File: config.mk
export PLATFORM = sky130hd
export DESIGN_NAME = n1_pagu_seq
export DESIGN_NICKNAME = d
export VERILOG_FILES = /design/src/rtl/n1_pagu_seq.sv
export SDC_FILE = /design/constraint.sdc
export NUM_CORES = 1
export LEC_CHECK = 0
export CAP_MARGIN = 20
export CORE_ASPECT_RATIO = 1.4
export CORE_UTILIZATION = 41
export CTS_BUF_LIST = sky130_fd_sc_hd__clkbuf_4 sky130_fd_sc_hd__clkbuf_8
export CTS_CLUSTER_SIZE = 14
export DETAILED_ROUTE_END_ITERATION = 7
export GPL_TIMING_DRIVEN = 0
export PLACE_DENSITY = 0.79
export SLEW_MARGIN = 20
export SYNTH_ARGS = -nofsm -noshare
export SYNTH_HDL_FRONTEND = slang
export SYNTH_SLANG_ARGS = --single-unit
File: constraint.sdc
create_clock -name clk_i -period 3.6 [get_ports clk_i]
set_input_delay 1.08 -clock clk_i [delete_from_list [all_inputs] [get_ports clk_i]]
set_output_delay 1.08 -clock clk_i [all_outputs]
set_load 0.005 [all_outputs]
File: src/rtl/n1_pagu_seq.sv
// Program address generation unit sequencer.
// It computes the next fetch or data address and runs one pipelined
// program-bus access for each accepted request.
module n1_pagu_seq #(
  parameter int unsigned          ADR_WIDTH        = 16,
  parameter logic [ADR_WIDTH-1:0] PBUS_AADR_OFFSET = '0,
  parameter logic [ADR_WIDTH-1:0] PBUS_MADR_OFFSET = '0,
  parameter logic [ADR_WIDTH-1:0] RESET_ADR        = '0
) (
  input  logic                 clk_i,
  input  logic                 async_rst_i,
  input  logic                 sync_rst_i,

  input  logic                 fc2pagu_next_i,

  input  logic                 ir2pagu_jmp_or_cal_i,
  input  logic                 ir2pagu_cal_i,
  input  logic                 ir2pagu_bra_i,
  input  logic                 ir2pagu_bra_taken_i,
  input  logic                 ir2pagu_mem_i,
  input  logic                 ir2pagu_aadr_sel_i,
  input  logic                 ir2pagu_madr_sel_i,
  input  logic [13:0]          ir2pagu_aadr_i,
  input  logic [12:0]          ir2pagu_radr_i,
  input  logic [7:0]           ir2pagu_madr_i,

  input  logic [ADR_WIDTH-1:0] prs2pagu_ps0_i,

  output logic                 pbus_cyc_o,
  output logic                 pbus_stb_o,
  output logic                 pbus_tga_dat_o,
  output logic [ADR_WIDTH-1:0] pbus_adr_o,
  input  logic                 pbus_stall_i,
  input  logic                 pbus_ack_i,

  output logic                 pagu2fc_busy_o,
  output logic [ADR_WIDTH-1:0] pagu_pc_o,
  output logic [ADR_WIDTH-1:0] pagu2prs_ret_o
);

  localparam logic [1:0] StBoot = 2'd0;
  localparam logic [1:0] StIdle = 2'd1;
  localparam logic [1:0] StReq  = 2'd2;
  localparam logic [1:0] StWait = 2'd3;

  logic [1:0]           state_q, state_d;
  logic [ADR_WIDTH-1:0] pc_q, pc_d;
  logic [ADR_WIDTH-1:0] ret_q, ret_d;
  logic [ADR_WIDTH-1:0] adr_q, adr_d;
  logic                 tga_q, tga_d;

  logic [ADR_WIDTH-1:0] pc_inc;
  logic [ADR_WIDTH-1:0] mem_adr;
  logic [ADR_WIDTH-1:0] target;

  assign pc_inc = pc_q + ADR_WIDTH'(1);

  // Address candidates; priority is jump/call > taken branch > sequential.
  always_comb begin
    mem_adr = ir2pagu_madr_sel_i ? prs2pagu_ps0_i
                                 : ADR_WIDTH'(ir2pagu_madr_i) + PBUS_MADR_OFFSET;
    if (ir2pagu_jmp_or_cal_i) begin
      target = ir2pagu_aadr_sel_i ? prs2pagu_ps0_i
                                  : ADR_WIDTH'(ir2pagu_aadr_i) + PBUS_AADR_OFFSET;
    end else if (ir2pagu_bra_i && ir2pagu_bra_taken_i) begin
      target = pc_q + ADR_WIDTH'($signed(ir2pagu_radr_i));
    end else begin
      target = pc_inc;
    end
  end

  // Sequencer next state; synchronous reset overrides every other input.
  always_comb begin
    state_d = state_q;
    pc_d    = pc_q;
    ret_d   = ret_q;
    adr_d   = adr_q;
    tga_d   = tga_q;
    if (sync_rst_i) begin
      state_d = StBoot;
      pc_d    = RESET_ADR;
      ret_d   = '0;
      adr_d   = '0;
      tga_d   = 1'b0;
    end else begin
      case (state_q)
        StBoot: begin
          state_d = StReq;
          pc_d    = RESET_ADR;
          adr_d   = RESET_ADR;
          tga_d   = 1'b0;
        end
        StIdle: begin
          if (fc2pagu_next_i) begin
            state_d = StReq;
            if (ir2pagu_mem_i) begin
              // Data access leaves the PC pointing at the current instruction.
              adr_d = mem_adr;
              tga_d = 1'b1;
            end else begin
              pc_d  = target;
              adr_d = target;
              tga_d = 1'b0;
              if (ir2pagu_jmp_or_cal_i && ir2pagu_cal_i) begin
                ret_d = pc_inc;
              end
            end
          end
        end
        StReq: begin
          if (!pbus_stall_i) begin
            state_d = pbus_ack_i ? StIdle : StWait;
          end
        end
        StWait: begin
          if (pbus_ack_i) begin
            state_d = StIdle;
          end
        end
        default: state_d = StBoot;
      endcase
    end
  end

  // State registers.
  always_ff @(posedge clk_i or negedge async_rst_i) begin
    if (!async_rst_i) begin
      state_q <= StBoot;
      pc_q    <= RESET_ADR;
      ret_q   <= '0;
      adr_q   <= '0;
      tga_q   <= 1'b0;
    end else begin
      state_q <= state_d;
      pc_q    <= pc_d;
      ret_q   <= ret_d;
      adr_q   <= adr_d;
      tga_q   <= tga_d;
    end
  end

  // Bus strobes decode straight from state so an async reset drops them at once.
  always_comb begin
    pbus_cyc_o     = (state_q == StReq) || (state_q == StWait);
    pbus_stb_o     = (state_q == StReq);
    pbus_tga_dat_o = tga_q;
    pbus_adr_o     = adr_q;
    pagu2fc_busy_o = (state_q != StIdle);
    pagu_pc_o      = pc_q;
    pagu2prs_ret_o = ret_q;
  end

endmodule

Yosys cells after proc, flatten, opt, wreduce, memory -nomap -nowiden. Cells that the tools add are included.

Add/subtract/negate cells: 2. Equality and inequality tests: 9. Muxes and demuxes: 27. Reductions and logical operators: 12.

Operators with widths (number): 16-bit 2-to-1 mux (15); 16-bit one-hot mux with 2 select lines (2); 16-bit by 1-bit adder with 16-bit output (second input constant) (1); 16-bit adder (1); 3-bit != test (second input constant) (4); 2-bit 2-to-1 mux (5); 2-bit one-hot mux with 4 select lines (1); 3-bit AND reduction (2); 2-bit nonzero test (3); 2-bit == test (second input constant) (2); 4-bit AND reduction (1); 1-bit 2-to-1 mux (3); 3-bit nonzero test (1); 2-bit by 1-bit == test with 1-bit output (second input constant) (1); 1-bit logical AND (2); 2-bit zero test (1); 2-bit by 1-bit != test with 1-bit output (second input constant) (1); 2-bit != test (second input constant) (1); 1-bit one-hot mux with 2 select lines (1); 2-bit AND reduction (1); 1-bit logical OR (1).

Register bits after elaboration: 51. Bits of input ports: 64. Word-level logic and storage cells: 55.

Longest topological paths before layout. Gate-level depths: netlist of run 1.

Depth in word-level cells: 7. Mapped depth: 9.

Worst setup path before layout of run 1. OpenSTA, ideal clock, no wires.

Path type: in2reg. Start: input ir2pagu_radr_i[0]. End: register adr_q[6] (netlist: pbus_adr_o[6]). Setup time: 0.121 ns. Arrival: 2.836 ns. Data required time: 3.479 ns. Slack: 0.643 ns. Stages: 9. Path buffers: 0. Cells stage by stage: ha_1 inv_1 fa_1 nand2b_1 a211oi_1 o21ai_0 a311oi_1 o21ai_0 a22o_1.

Longest elaborated chain between the ends: 7.

RTL lines: start: declaration (RTL line 24) `input logic [12:0] ir2pagu_radr_i,`; 16-bit adder (RTL line 66) `target = pc_q + ADR_WIDTH'($signed(ir2pagu_radr_i));`; 16-bit 2-to-1 mux (RTL line 65) `end else if (ir2pagu_bra_i && ir2pagu_bra_taken_i) begin`; 16-bit 2-to-1 mux (RTL line 62) `if (ir2pagu_jmp_or_cal_i) begin`; 16-bit 2-to-1 mux (RTL line 96) `if (ir2pagu_mem_i) begin`; 16-bit 2-to-1 mux (RTL line 94) `if (fc2pagu_next_i) begin`; 16-bit one-hot mux with 2 select lines (RTL line 86) `case (state_q)`; 16-bit 2-to-1 mux (RTL line 79) `if (sync_rst_i) begin`; end signal: assignment (RTL line 137) `adr_q <= adr_d;`; end: declaration (RTL line 49) `logic [ADR_WIDTH-1:0] adr_q, adr_d;`.

Every way passes these cells. The select of a mux whose other input is x is not followed. A chain may end at the register's enable or synchronous reset.

Worst setup path in the final report of run 1.
Start: register state_q[0]. End: output pagu2fc_busy_o.

Longest elaborated chain between the ends: 1.

RTL lines: start: declaration (RTL line 46) `logic [1:0] state_q, state_d;`; start signal: assignment (RTL line 128) `state_q <= StBoot;`; start signal: assignment (RTL line 134) `state_q <= state_d;`; 2-bit by 1-bit != test with 1-bit output (RTL line 148) `pagu2fc_busy_o = (state_q != StIdle);`; end: declaration (RTL line 36) `output logic pagu2fc_busy_o,`.

Every way passes these cells.

==> results of run 1 <==
-- layout by cell type, fill, tap and decap left out, types with 6 or more instances in the layout --
cell type / count
or3_1: 6
nor2_1: 41
clkbuf_1: 19
o21ai_0: 28
nand2_1: 45
o31ai_1: 7
inv_1: 11
a21o_1: 12
a211oi_1: 18
ha_1: 16
nand3_1: 10
a21oi_1: 47
xnor2_1: 11
dfrtp_1: 51
mux2i_1: 23
nor3_1: 13
clkdlybuf4s50_1: 110
a22o_1: 11
mux2_2: 6
nand4_1: 6
-- metrics by stage --
stage          instance area, µm²  hold WS [ns]  setup WS, ns
6_report                     5360         0.500         0.215
5_1_grt                      5360         0.518        0.0981
4_1_cts                      5360         0.499         0.107
3_5_place_dp                 5240         0.470        -0.331
3_3_place_gp                 5240         0.462        -0.335
2_1_floorplan                3990         0.473         0.643
-- power by group --
group / total (µW) / internal (µW) / switching (µW)
Combinational: 330 / 149 / 181
Sequential: 597 / 583 / 14.0
Clock: 426 / 210 / 216
Total: 1350 / 941 / 411
-- registers in the layout (all words and copies together) (netlist names) --
| register | flops |
|---|---|
| state_q | 2 |
| pbus_tga_dat_o | 1 |
| pbus_adr_o | 16 |
| pagu_pc_o | 16 |
| pagu2prs_ret_o | 16 |
-- how the worst max path moves through the flow --
stage / from / end / cells past startpoint
2_1_floorplan: ir2pagu_radr_i[0] / pbus_adr_o[6] / 9
3_3_place_gp: ir2pagu_radr_i[0] / pbus_adr_o[6] / 10
3_5_place_dp: ir2pagu_radr_i[0] / pbus_adr_o[6] / 10
4_1_cts: ir2pagu_radr_i[0] / pbus_adr_o[6] / 10
5_1_grt: ir2pagu_radr_i[0] / pbus_adr_o[6] / 10
6_report: state_q[0] / pagu2fc_busy_o / 5
-- layer usage --
layer	share of wire (%)	wire length (µm)	GRT usage, %
met1	37	5250	32.2
met4	5.5	792	16.4
met5	0	0	0
met3	5.6	806	2.23
met2	52	7460	50.6
-- layout make-up --
type | instances | area (µm²)
Clock inverter | 3 | 46.3
Sequential cell | 51 | 1280
Inverter | 12 | 45.0
Multi-Input combinational cell | 379 | 2530
Buffer | 31 | 153
Tap cell | 110 | 138
Clock buffer | 5 | 68.8
Timing Repair Buffer | 111 | 1110
Fill cell | 889 | 4100
-- worst min-delay path, delay by kind of cell (launching register included) --
family             cells  cell delay (ns)
AOI/OAI and AO/OA      1             0.06
DFF                    1             0.37
and+or+nand+nor        1             0.05
-- cell families (layout without fill, tap and decap cells) --
| family | Yosys count | after routing |
|---|---|---|
| adder cells (fa/ha/maj) | 17 | 17 |
| AND/OR/NAND/NOR | 147 | 147 |
| flip-flops | 51 | 51 |
| AO/OA/AOI/OAI | 171 | 171 |
| buffers and inverters | 43 | 162 |
| XOR/XNOR | 15 | 15 |
| multiplexers | 29 | 29 |
-- what timing repair did --
action,in CTS,in global routing
gates resized for setup,1,1
setup buffers,0,0
endpoints found under the setup margin,1,3
==> impl_metrics.json, run 1 <==
{
  "outcome": "completed",
  "syn_area_mm2": 0.00399,
  "hold_depth": 2,
  "final_util_pct": 56.7,
  "syn-num-nets": 554,
  "yosysTopAreaCellShare_pct": 32.0,
  "power.density_mw_per_mm2": 252,
  "instances_no_fill": 702,
  "synth-edff-count": 0,
  "synthAdderAreaFrac_pct": 5.52,
  "cts.sinks": 51,
  "synthTopCellsByCount": "dfrtp_1, a21oi_1, nand2_1, nor2_1, o21ai_0",
  "ys_types": 63,
  "timing.hold.worst.start": "pbus_adr_o[0]",
  "cts_hold_buf": 0,
  "syn_to_final_growth_pct": 34.4,
  "worst_r2r_endpoint": "pbus_adr_o[6]",
  "cp.arrival_ns": 2.31,
  "async_flop_share_pct": 100,
  "start_kind": "flop",
  "critPathTopFamily": "buffers and inverters",
  "finalCriticalPeriod_ns": 3.39,
  "rr_worst_depth": 9,
  "cts_root_buffer": "clkbuf_8",
  "grt_first_pass_wirelength_um": 21900,
  "rows": 42,
  "globalplace.congestion": 0.912,
  "max_freq_mhz": 295,
  "path_class": "reg2out",
  "hold_viol_final": 0,
  "cp_slowest_cell": "clkdlybuf4s50_1",
  "worstHoldPathType": "reg2reg",
  "power.leakage_uw": 0.00223,
  "synth_top_family_by_area": "compound AO/OA/AOI/OAI gates",
  "r2r_start": "pagu_pc_o[0]",
  "crit_required_ns": 2.52,
  "yosysMostFrequentCell": "dfrtp_1",
  "die_h_um": 119,
  "clk_pin_slew_ns": 0.11,
  "maxCapViolations": 0,
  "synth.ff_latch_count": 51,
  "cp_max_fo": 10,
  "io_buffers": 111,
  "cts_buffers": 5,
  "yosys_warnings": 0,
  "synth-xor-area-share_pct": 3.29,
  "antenna_left": 0,
  "whs_endpoint": "pbus_adr_o[0]",
  "die-area_mm2": 0.0101,
  "grt_max_degree": 52,
  "vias_per_cell": 6.24,
  "antenna_found_initial": 0,
  "die_width_um": 85.4,
  "dp_cells": 694,
  "num_antenna_cells": 0,
  "drc": 0,
  "regToRegSetupSlack_ns": 0.78,
  "synth_compound_area_share_pct": 28.7,
  "num_vias": 4382,
  "final_layout_size_suffix_gt1_share_pct": 5.91,
  "grt_pass1_vias": 4251,
  "io_pins": 116,
  "synth_top_flop_cell": "dfrtp_1",
  "synth_area_leaders": "dfrtp_1, a21oi_1, mux2i_1",
  "initial_core_util_pct": 42.2,
  "cts_tree": "yes",
  "fin_crit_sh_pct": 94.0,
  "syn_area_per_cell_um2": 8.44,
  "drv_slew": 0,
  "fin_total_pwr_uw": 1350,
  "drt-initial-drc-count": 412,
  "dpl.hpwl_um": 11200,
  "drt-total-wl_um": 14300,
  "setup_viol": 0,
  "wl_per_cell_um": 20.4,
  "synthSimpleGateAreaFrac_pct": 18.1,
  "grt_remaining_overflow": 0,
  "critical_path.max_stage_delay_ns": 0.62,
  "syn_inst": 473,
  "layout.nets": 672,
  "htree_levels": 2,
  "vdd.ir_drop.worst_mv": 0.158,
  "clock_latency_ns": 0.32,
  "grt_use_total_pct": 28.2,
  "synth_top_area_cell": "dfrtp_1",
  "final.setup_skew_ns": 0.0195,
  "yosys-mux-area-fraction_pct": 7.46,
  "tightestPinTransition_ns": 0.834,
  "clock_path_buffers": 2,
  "ys_seq_area_share_pct": 32.0,
  "path_buf_inv": 4,
  "end_kind": "output port",
  "slew_headroom_pct": 44.4,
  "core_mm2": 0.00946,
  "crit_chain": "nor2b_1 -> buf_2 -> inv_1 -> buf_1 -> clkdlybuf4s50_1",
  "fin_setup_tns_ns": 0,
  "rsz0062_at_grt": "false",
  "drtPass1Iterations": 5
}
Power figures use the tool's default switching activity.
==> run 2: changes to the inputs <==
- TNS_END_PERCENT: not set -> 20
==> results of run 2 <==
Same layout as run 1: the final DEF is identical, and so are final timing and power.
